## src/rtl/paddle_move_ctrl.sv

```systemverilog
// Paddle move controller: turns player buttons (or the CPU tracker for player 2)
// into registered per-tick inc/dec commands for the paddle position datapath.
//
// Per-player FSM
//   state    | meaning
//   S_IDLE   | no direction held; a new press gives a one-tick step
//   S_FIRST  | first step issued last tick
//   S_WAIT   | holding, counting idle ticks before auto-repeat
//   S_REPEAT | holding, stepping every tick
module paddle_move_ctrl #(
    parameter int HOLD_TICKS = 8,
    parameter int PADDLE_LEN = 20,
    parameter int DEADZONE   = 2,
    parameter int AI_DIV     = 2
) (
    input  logic       sixtyhz_clk,
    input  logic       resetn,
    input  logic [2:0] state,
    input  logic       p1_up,
    input  logic       p1_down,
    input  logic       p2_up,
    input  logic       p2_down,
    input  logic       p2_ai_en,
    input  logic [6:0] ball_y,
    input  logic [6:0] paddle2_y,
    output logic       inc_p1_y,
    output logic       dec_p1_y,
    output logic       inc_p2_y,
    output logic       dec_p2_y
);

    localparam int CNT_W = (HOLD_TICKS > 1) ? $clog2(HOLD_TICKS) : 1;
    localparam int DIV_W = (AI_DIV > 1) ? $clog2(AI_DIV) : 1;
    localparam logic [CNT_W-1:0] CNT_LAST = CNT_W'(HOLD_TICKS - 1);
    localparam logic [DIV_W-1:0] DIV_LAST = DIV_W'(AI_DIV - 1);
    localparam logic [7:0] HALF_LEN = 8'(PADDLE_LEN / 2);
    localparam logic [7:0] DZ       = 8'(DEADZONE);

    // Direction bits double as the {inc, dec} command: down -> inc, up -> dec.
    localparam logic [1:0] DIR_NONE = 2'b00;
    localparam logic [1:0] DIR_UP   = 2'b01;
    localparam logic [1:0] DIR_DOWN = 2'b10;

    typedef enum logic [1:0] {
        S_IDLE   = 2'd0,
        S_FIRST  = 2'd1,
        S_WAIT   = 2'd2,
        S_REPEAT = 2'd3
    } pstate_t;

    typedef struct packed {
        pstate_t          st;
        logic [1:0]       dir;
        logic [CNT_W-1:0] cnt;
    } pctx_t;

    localparam pctx_t IDLE_CTX = '{st: S_IDLE, dir: DIR_NONE, cnt: '0};

    pctx_t            p1_q, p1_d, p2_q, p2_d;
    logic [DIV_W-1:0] div_q, div_d;
    logic             ai_prev_q, ai_prev_d;
    logic [1:0]       cmd1_q, cmd1_d, cmd2_q, cmd2_d;

    logic       freeze;
    logic       ai_toggle;
    logic [1:0] p1_dir, p2_dir;
    logic [7:0] centre;
    logic [7:0] ball8;
    logic [1:0] ai_cmd;

    assign freeze    = (state == 3'd4) || (state == 3'd5);
    assign ai_toggle = (p2_ai_en != ai_prev_q);
    // Exactly one button gives a direction; none or both decode to NONE.
    assign p1_dir    = {p1_down & ~p1_up, p1_up & ~p1_down};
    assign p2_dir    = {p2_down & ~p2_up, p2_up & ~p2_down};

    // Tracker compares run at 8 bits so a centre past 127 does not wrap.
    assign ball8  = {1'b0, ball_y};
    assign centre = {1'b0, paddle2_y} + HALF_LEN;
    assign ai_cmd = {ball8 > (centre + DZ), (ball8 + DZ) < centre};

    function automatic pctx_t ctx_next(input pctx_t cur, input logic [1:0] in_dir);
        pctx_t nxt;
        nxt = cur;
        if (cur.st == S_IDLE) begin
            if (in_dir != DIR_NONE) begin
                nxt.st  = S_FIRST;
                nxt.dir = in_dir;
                nxt.cnt = '0;
            end
        end else if (in_dir == DIR_NONE) begin
            nxt = IDLE_CTX;
        end else if (in_dir != cur.dir) begin
            nxt.st  = S_FIRST;
            nxt.dir = in_dir;
            nxt.cnt = '0;
        end else begin
            case (cur.st)
                S_FIRST: begin
                    nxt.st  = S_WAIT;
                    nxt.cnt = '0;
                end
                S_WAIT: begin
                    if (cur.cnt == CNT_LAST) nxt.st = S_REPEAT;
                    else                     nxt.cnt = cur.cnt + 1'b1;
                end
                default: nxt.st = S_REPEAT;
            endcase
        end
        return nxt;
    endfunction

    function automatic logic [1:0] ctx_cmd(input pctx_t cur, input logic [1:0] in_dir);
        logic [1:0] cmd;
        cmd = DIR_NONE;
        if (cur.st == S_IDLE || in_dir != cur.dir) begin
            cmd = in_dir;
        end else begin
            case (cur.st)
                S_WAIT:   cmd = (cur.cnt == CNT_LAST) ? cur.dir : DIR_NONE;
                S_REPEAT: cmd = cur.dir;
                default:  cmd = DIR_NONE;
            endcase
        end
        return cmd;
    endfunction

    // State register: FSM contexts, divider, mode history and registered commands.
    always_ff @(posedge sixtyhz_clk) begin
        if (!resetn) begin
            p1_q      <= IDLE_CTX;
            p2_q      <= IDLE_CTX;
            div_q     <= '0;
            ai_prev_q <= 1'b0;
            cmd1_q    <= DIR_NONE;
            cmd2_q    <= DIR_NONE;
        end else begin
            p1_q      <= p1_d;
            p2_q      <= p2_d;
            div_q     <= div_d;
            ai_prev_q <= ai_prev_d;
            cmd1_q    <= cmd1_d;
            cmd2_q    <= cmd2_d;
        end
    end

    // Next-state: everything holds during freeze; CPU mode parks the p2 FSM in IDLE.
    always_comb begin
        p1_d      = p1_q;
        p2_d      = p2_q;
        div_d     = div_q;
        ai_prev_d = ai_prev_q;
        if (!freeze) begin
            p1_d      = ctx_next(p1_q, p1_dir);
            ai_prev_d = p2_ai_en;
            if (p2_ai_en || ai_toggle) p2_d = IDLE_CTX;
            else                       p2_d = ctx_next(p2_q, p2_dir);
            if (ai_toggle || !p2_ai_en) div_d = '0;
            else                        div_d = (div_q == DIV_LAST) ? '0 : div_q + 1'b1;
        end
    end

    // Output: commands for the next edge; idle during freeze and on a mode change.
    always_comb begin
        cmd1_d = DIR_NONE;
        cmd2_d = DIR_NONE;
        if (!freeze) begin
            cmd1_d = ctx_cmd(p1_q, p1_dir);
            if (ai_toggle)          cmd2_d = DIR_NONE;
            else if (p2_ai_en)      cmd2_d = (div_q == '0) ? ai_cmd : DIR_NONE;
            else                    cmd2_d = ctx_cmd(p2_q, p2_dir);
        end
    end

    assign inc_p1_y = cmd1_q[1];
    assign dec_p1_y = cmd1_q[0];
    assign inc_p2_y = cmd2_q[1];
    assign dec_p2_y = cmd2_q[0];

endmodule

```

## config.mk

```make
export PLATFORM = sky130hd
export DESIGN_NAME = paddle_move_ctrl
export DESIGN_NICKNAME = d
export VERILOG_FILES = /design/src/rtl/paddle_move_ctrl.sv
export SDC_FILE = /design/constraint.sdc
export NUM_CORES = 1
export LEC_CHECK = 0
export CORE_MARGIN = 8
export CORE_UTILIZATION = 57
export CTS_CLUSTER_DIAMETER = 60
export DETAILED_ROUTE_END_ITERATION = 10
export DONT_BUFFER_PORTS = 1
export GPL_TIMING_DRIVEN = 0
export PLACE_DENSITY = 0.72
export SYNTH_ARGS = -nofsm -noshare
export SYNTH_HDL_FRONTEND = slang
export SYNTH_SLANG_ARGS = --single-unit
```

## constraint.sdc

```tcl
create_clock -name sixtyhz_clk -period 2.9 [get_ports sixtyhz_clk]
set_input_delay 0.58 -clock sixtyhz_clk [delete_from_list [all_inputs] [get_ports sixtyhz_clk]]
set_output_delay 0.58 -clock sixtyhz_clk [all_outputs]
set_load 0.01 [all_outputs]
```

==> qor.yml <==
drt:
  wl_um: 3800
  drt_iter0_drc: 80
  vias_per_cell: 5.79
  ant_nets: 0
  vias: 1510
  drcViolationCount: 0
  wl_per_cell_um: 14.5
  drt_first_pass_iters: 4
worst_setup_path:
  startpoint_type: "primary input"
  r2r-start: "p2_q[5]$_SDFFE_PN0P_"
  worstPathCellList: "ha_1 > xor2_1 > or3_1 > xnor2_1 > ha_1 > a21oi_1 > nand2_1 > a211o_1 > a21oi_1 > o31ai_1"
  crit_path_start: "paddle2_y[1]"
  crit_fanout: 8
  r2r_cells: 6
  cpPeakStageDelay_ns: 0.37
  r2r_setup_slack_ns: 1.04
  required_ns: 3.10
  crit_path_top_delay_cell: "or3_1"
  crit_end: "cmd2_q[1]$_SDFF_PP0_"
  crit_arrival_ns: 2.63
  crit_path_end_kind: "register"
  worstSetupPathType: "in -> reg"
  reg2reg_to: "p2_q[1]$_SDFFE_PN0P_"
timing:
  tns_ns: 0
  rsz0062_at_grt: "no"
  slew_headroom_pct: 66.2
  final-setup-viol-count: 0
  hold_viol: 0
  fmax_mhz: 411
  min_period_ns: 2.43
  finClkSkew_ns: 0.00109
  worst_pin_slew_ns: 0.502
  final.period_utilization_pct: 83.8
  drv_slew: 0
yosys:
  synth_edf_count: 0
  ys_seq_elements: 20
  postSynth.asyncResetShare_pct: 0
  synth.area.top_cells: "ha_1, dfxtp_1, xor2_1"
  synth_cells: 213
  netlist.area_leader.share_pct: 22.9
  yosys_warnings: 0
  synth_ff_type: "dfxtp_1"
  synthDistinctLibCells: 47
  synth.most_common_cell: "ha_1"
  synth_top_area_cell: "ha_1"
  syn_nets: 270
  synthTopCellsByCount: "ha_1, dfxtp_1, nand2_1"
  yosysSeqAreaShare_pct: 22.2
  netlist_area_sq_um: 1800
  syn_avg_cell_area_sq_um: 8.45
power_and_ir_drop:
  power_frac_seq_pct: 39.7
  leakage_nw: 0.847
  clock_power_share_pct: 31.2
  p_sw_w: 0.000227
  vdd_drop_max_mv: 0.268
  p_int_w: 0.000520
  power_density_nw_per_um2: 392
  p_sw_share_pct: 30.4
  p_total_w: 0.000747
  p_comb_share_pct: 29.1
finish:
  fill_cells: 272
  regArea_sq_um: 400
  drive_gt1_share_pct: 6.91
  antennaDiodeCount: 0
  finalNetCount: 275
  fin_area_sq_um: 1910
  area_growth_pct: 5.98
  utilization_pct: 63.0
  multi_input_area_sq_um: 1320
global_routing:
  use_met2_pct: 28.5
  grt_pass1_wl_um: 6640
  grtUsageMet3_pct: 3.17
  antenna_found_initial: 0
  overflow: 0
  grt.busiest_layer: "met2"
  grt_max_degree: 13
  use_met1_pct: 16.7
  first_global_vias: 1532
  grt_use_total_pct: 15.2
clock_network:
  root_buffer: "clkbuf_4"
  postCtsResizedCells: 0
  cts_buffers: 3
  clkTransAtPathRegs_ns: 0.12
  cts_tree: "done"
  ctsHoldBuffers: 0
  max-clock-path-buffers: 2
  cts.htree.levels: 1
  worstSkewPairLatency_ns: 0.30
  postCtsSetupBuffers: 0
  clock_sink_count: 20
die:
  core_area_sq_um: 3030
  dieArea_sq_um: 5210
  fp.dieH_um: 72.2
  ios: 28
  die_w_um: 72.2
  start_util_pct: 59.5
  rows: 20
place:
  gp_congestion: 0.879
  dpl.hpwl_um: 3210
  placed_area_sq_um: 1860
  io_buffer_count: 0
hold_path:
  min_path_type: "in -> reg"
status:
  outcome: "complete, no violations"
flow_run:
  cap_viol_max_count: 0
[metal layers]
layer | part of all wire (%) | vias up
li1 | - | 773
met1 | 43 | 707
met2 | 51 | 28
met3 | 5.0 | 2
met4 | 0.37 | 0
met5 | 0 | -
[state kept, by name, summed over array words and instances (netlist names)]
name / cells
ai_prev_q: 1
cmd1_q: 2
cmd2_q: 2
div_q: 1
p1_q: 7
p2_q: 7
[power by group through the flow]
stage	Clock, W	Combinational, W	Sequential [W]
floorplan	0	0.000173	0.000301
global placement	0	0.000201	0.000302
detailed placement	0	0.000214	0.000303
CTS	0.000243	0.000216	0.000297
global route	0.000249	0.000246	0.000299
finish	0.000233	0.000217	0.000297
[worst min path at each step]
stage	cells past startpoint	start	to
6_report	2	p2_ai_en	ai_prev_q$_SDFFE_PN0P_
3_3_place_gp	1	p2_q[1]$_SDFFE_PN0P_	p2_q[1]$_SDFFE_PN0P_
5_1_grt	2	p2_ai_en	ai_prev_q$_SDFFE_PN0P_
3_5_place_dp	1	p2_q[2]$_SDFFE_PN0P_	p2_q[2]$_SDFFE_PN0P_
4_1_cts	2	p2_ai_en	ai_prev_q$_SDFFE_PN0P_
2_1_floorplan	1	p2_q[1]$_SDFFE_PN0P_	p2_q[1]$_SDFFE_PN0P_
[cells in the final DEF, fill, tap and decap left out, drive strengths merged, types with 2 or more instances in the layout]
| master | netlist | routed |
|---|---|---|
| nand2 | 19 | 19 |
| nand2b | 4 | 4 |
| and3 | 2 | 2 |
| ha | 33 | 33 |
| a31o | 2 | 2 |
| a22o | 2 | 2 |
| clkbuf | 2 | 5 |
| a32oi | 2 | 2 |
| and2 | 4 | 4 |
| or4 | 2 | 2 |
| inv | 17 | 17 |
| nand4 | 2 | 2 |
| nor2b | 4 | 4 |
| and4 | 2 | 2 |
| a21oi | 8 | 8 |
| a31oi | 3 | 3 |
| nor2 | 11 | 11 |
| dfxtp | 20 | 20 |
| a21boi | 5 | 5 |
| xor2 | 10 | 10 |
| buf | 2 | 2 |
| o211ai | 3 | 3 |
| o2111ai | 2 | 2 |
| nand3 | 9 | 9 |
| o21ai | 13 | 13 |
| xnor2 | 7 | 7 |
| a211o | 2 | 2 |
| nor3 | 6 | 6 |
| a211oi | 2 | 2 |
| mux2i | 3 | 3 |
[logic make-up (layout without fill, tap and decap cells)]
family	Yosys count	count (layout)	share of synthesized area (%)
XOR/XNOR	17	17	8.27
AND/OR/NAND/NOR	70	70	20.6
flip-flops	20	20	22.2
buffers and inverters	21	25	4.66
AO/OA/AOI/OAI	48	48	19.0
adder cells (fa/ha/maj)	33	33	22.9
multiplexers	4	4	2.29
[stage by stage]
step | instances | hold slack [ns] | setup WS [ns]
after floorplan | 213 | 0.453 | 0.362
after global placement | 257 | 0.468 | 0.187
after detailed placement | 257 | 0.475 | 0.163
after CTS | 261 | 0.399 | 0.499
after global routing | 261 | 0.427 | 0.298
final | 261 | 0.406 | 0.469
[critical path: cells and delay by family]
family / cells / cell delay, ns
and+or+nand+nor: 2 / 0.44
xor gates and xnor gates: 2 / 0.36
AOI/OAI and AO/OA: 4 / 0.70
adders and majority gates: 2 / 0.56
[layout make-up]
type / count / share of cell area, %
plain buffers: 4 / 1.05
clock buffers: 3 / 1.18
clock inverters: 1 / 1.57
inverters: 17 / 3.34
multi-input cells: 172 / 69.0
flip-flops and latches: 20 / 21.0
well taps: 44 / 2.89
No activity file was read; power rests on OpenSTA's default activity.
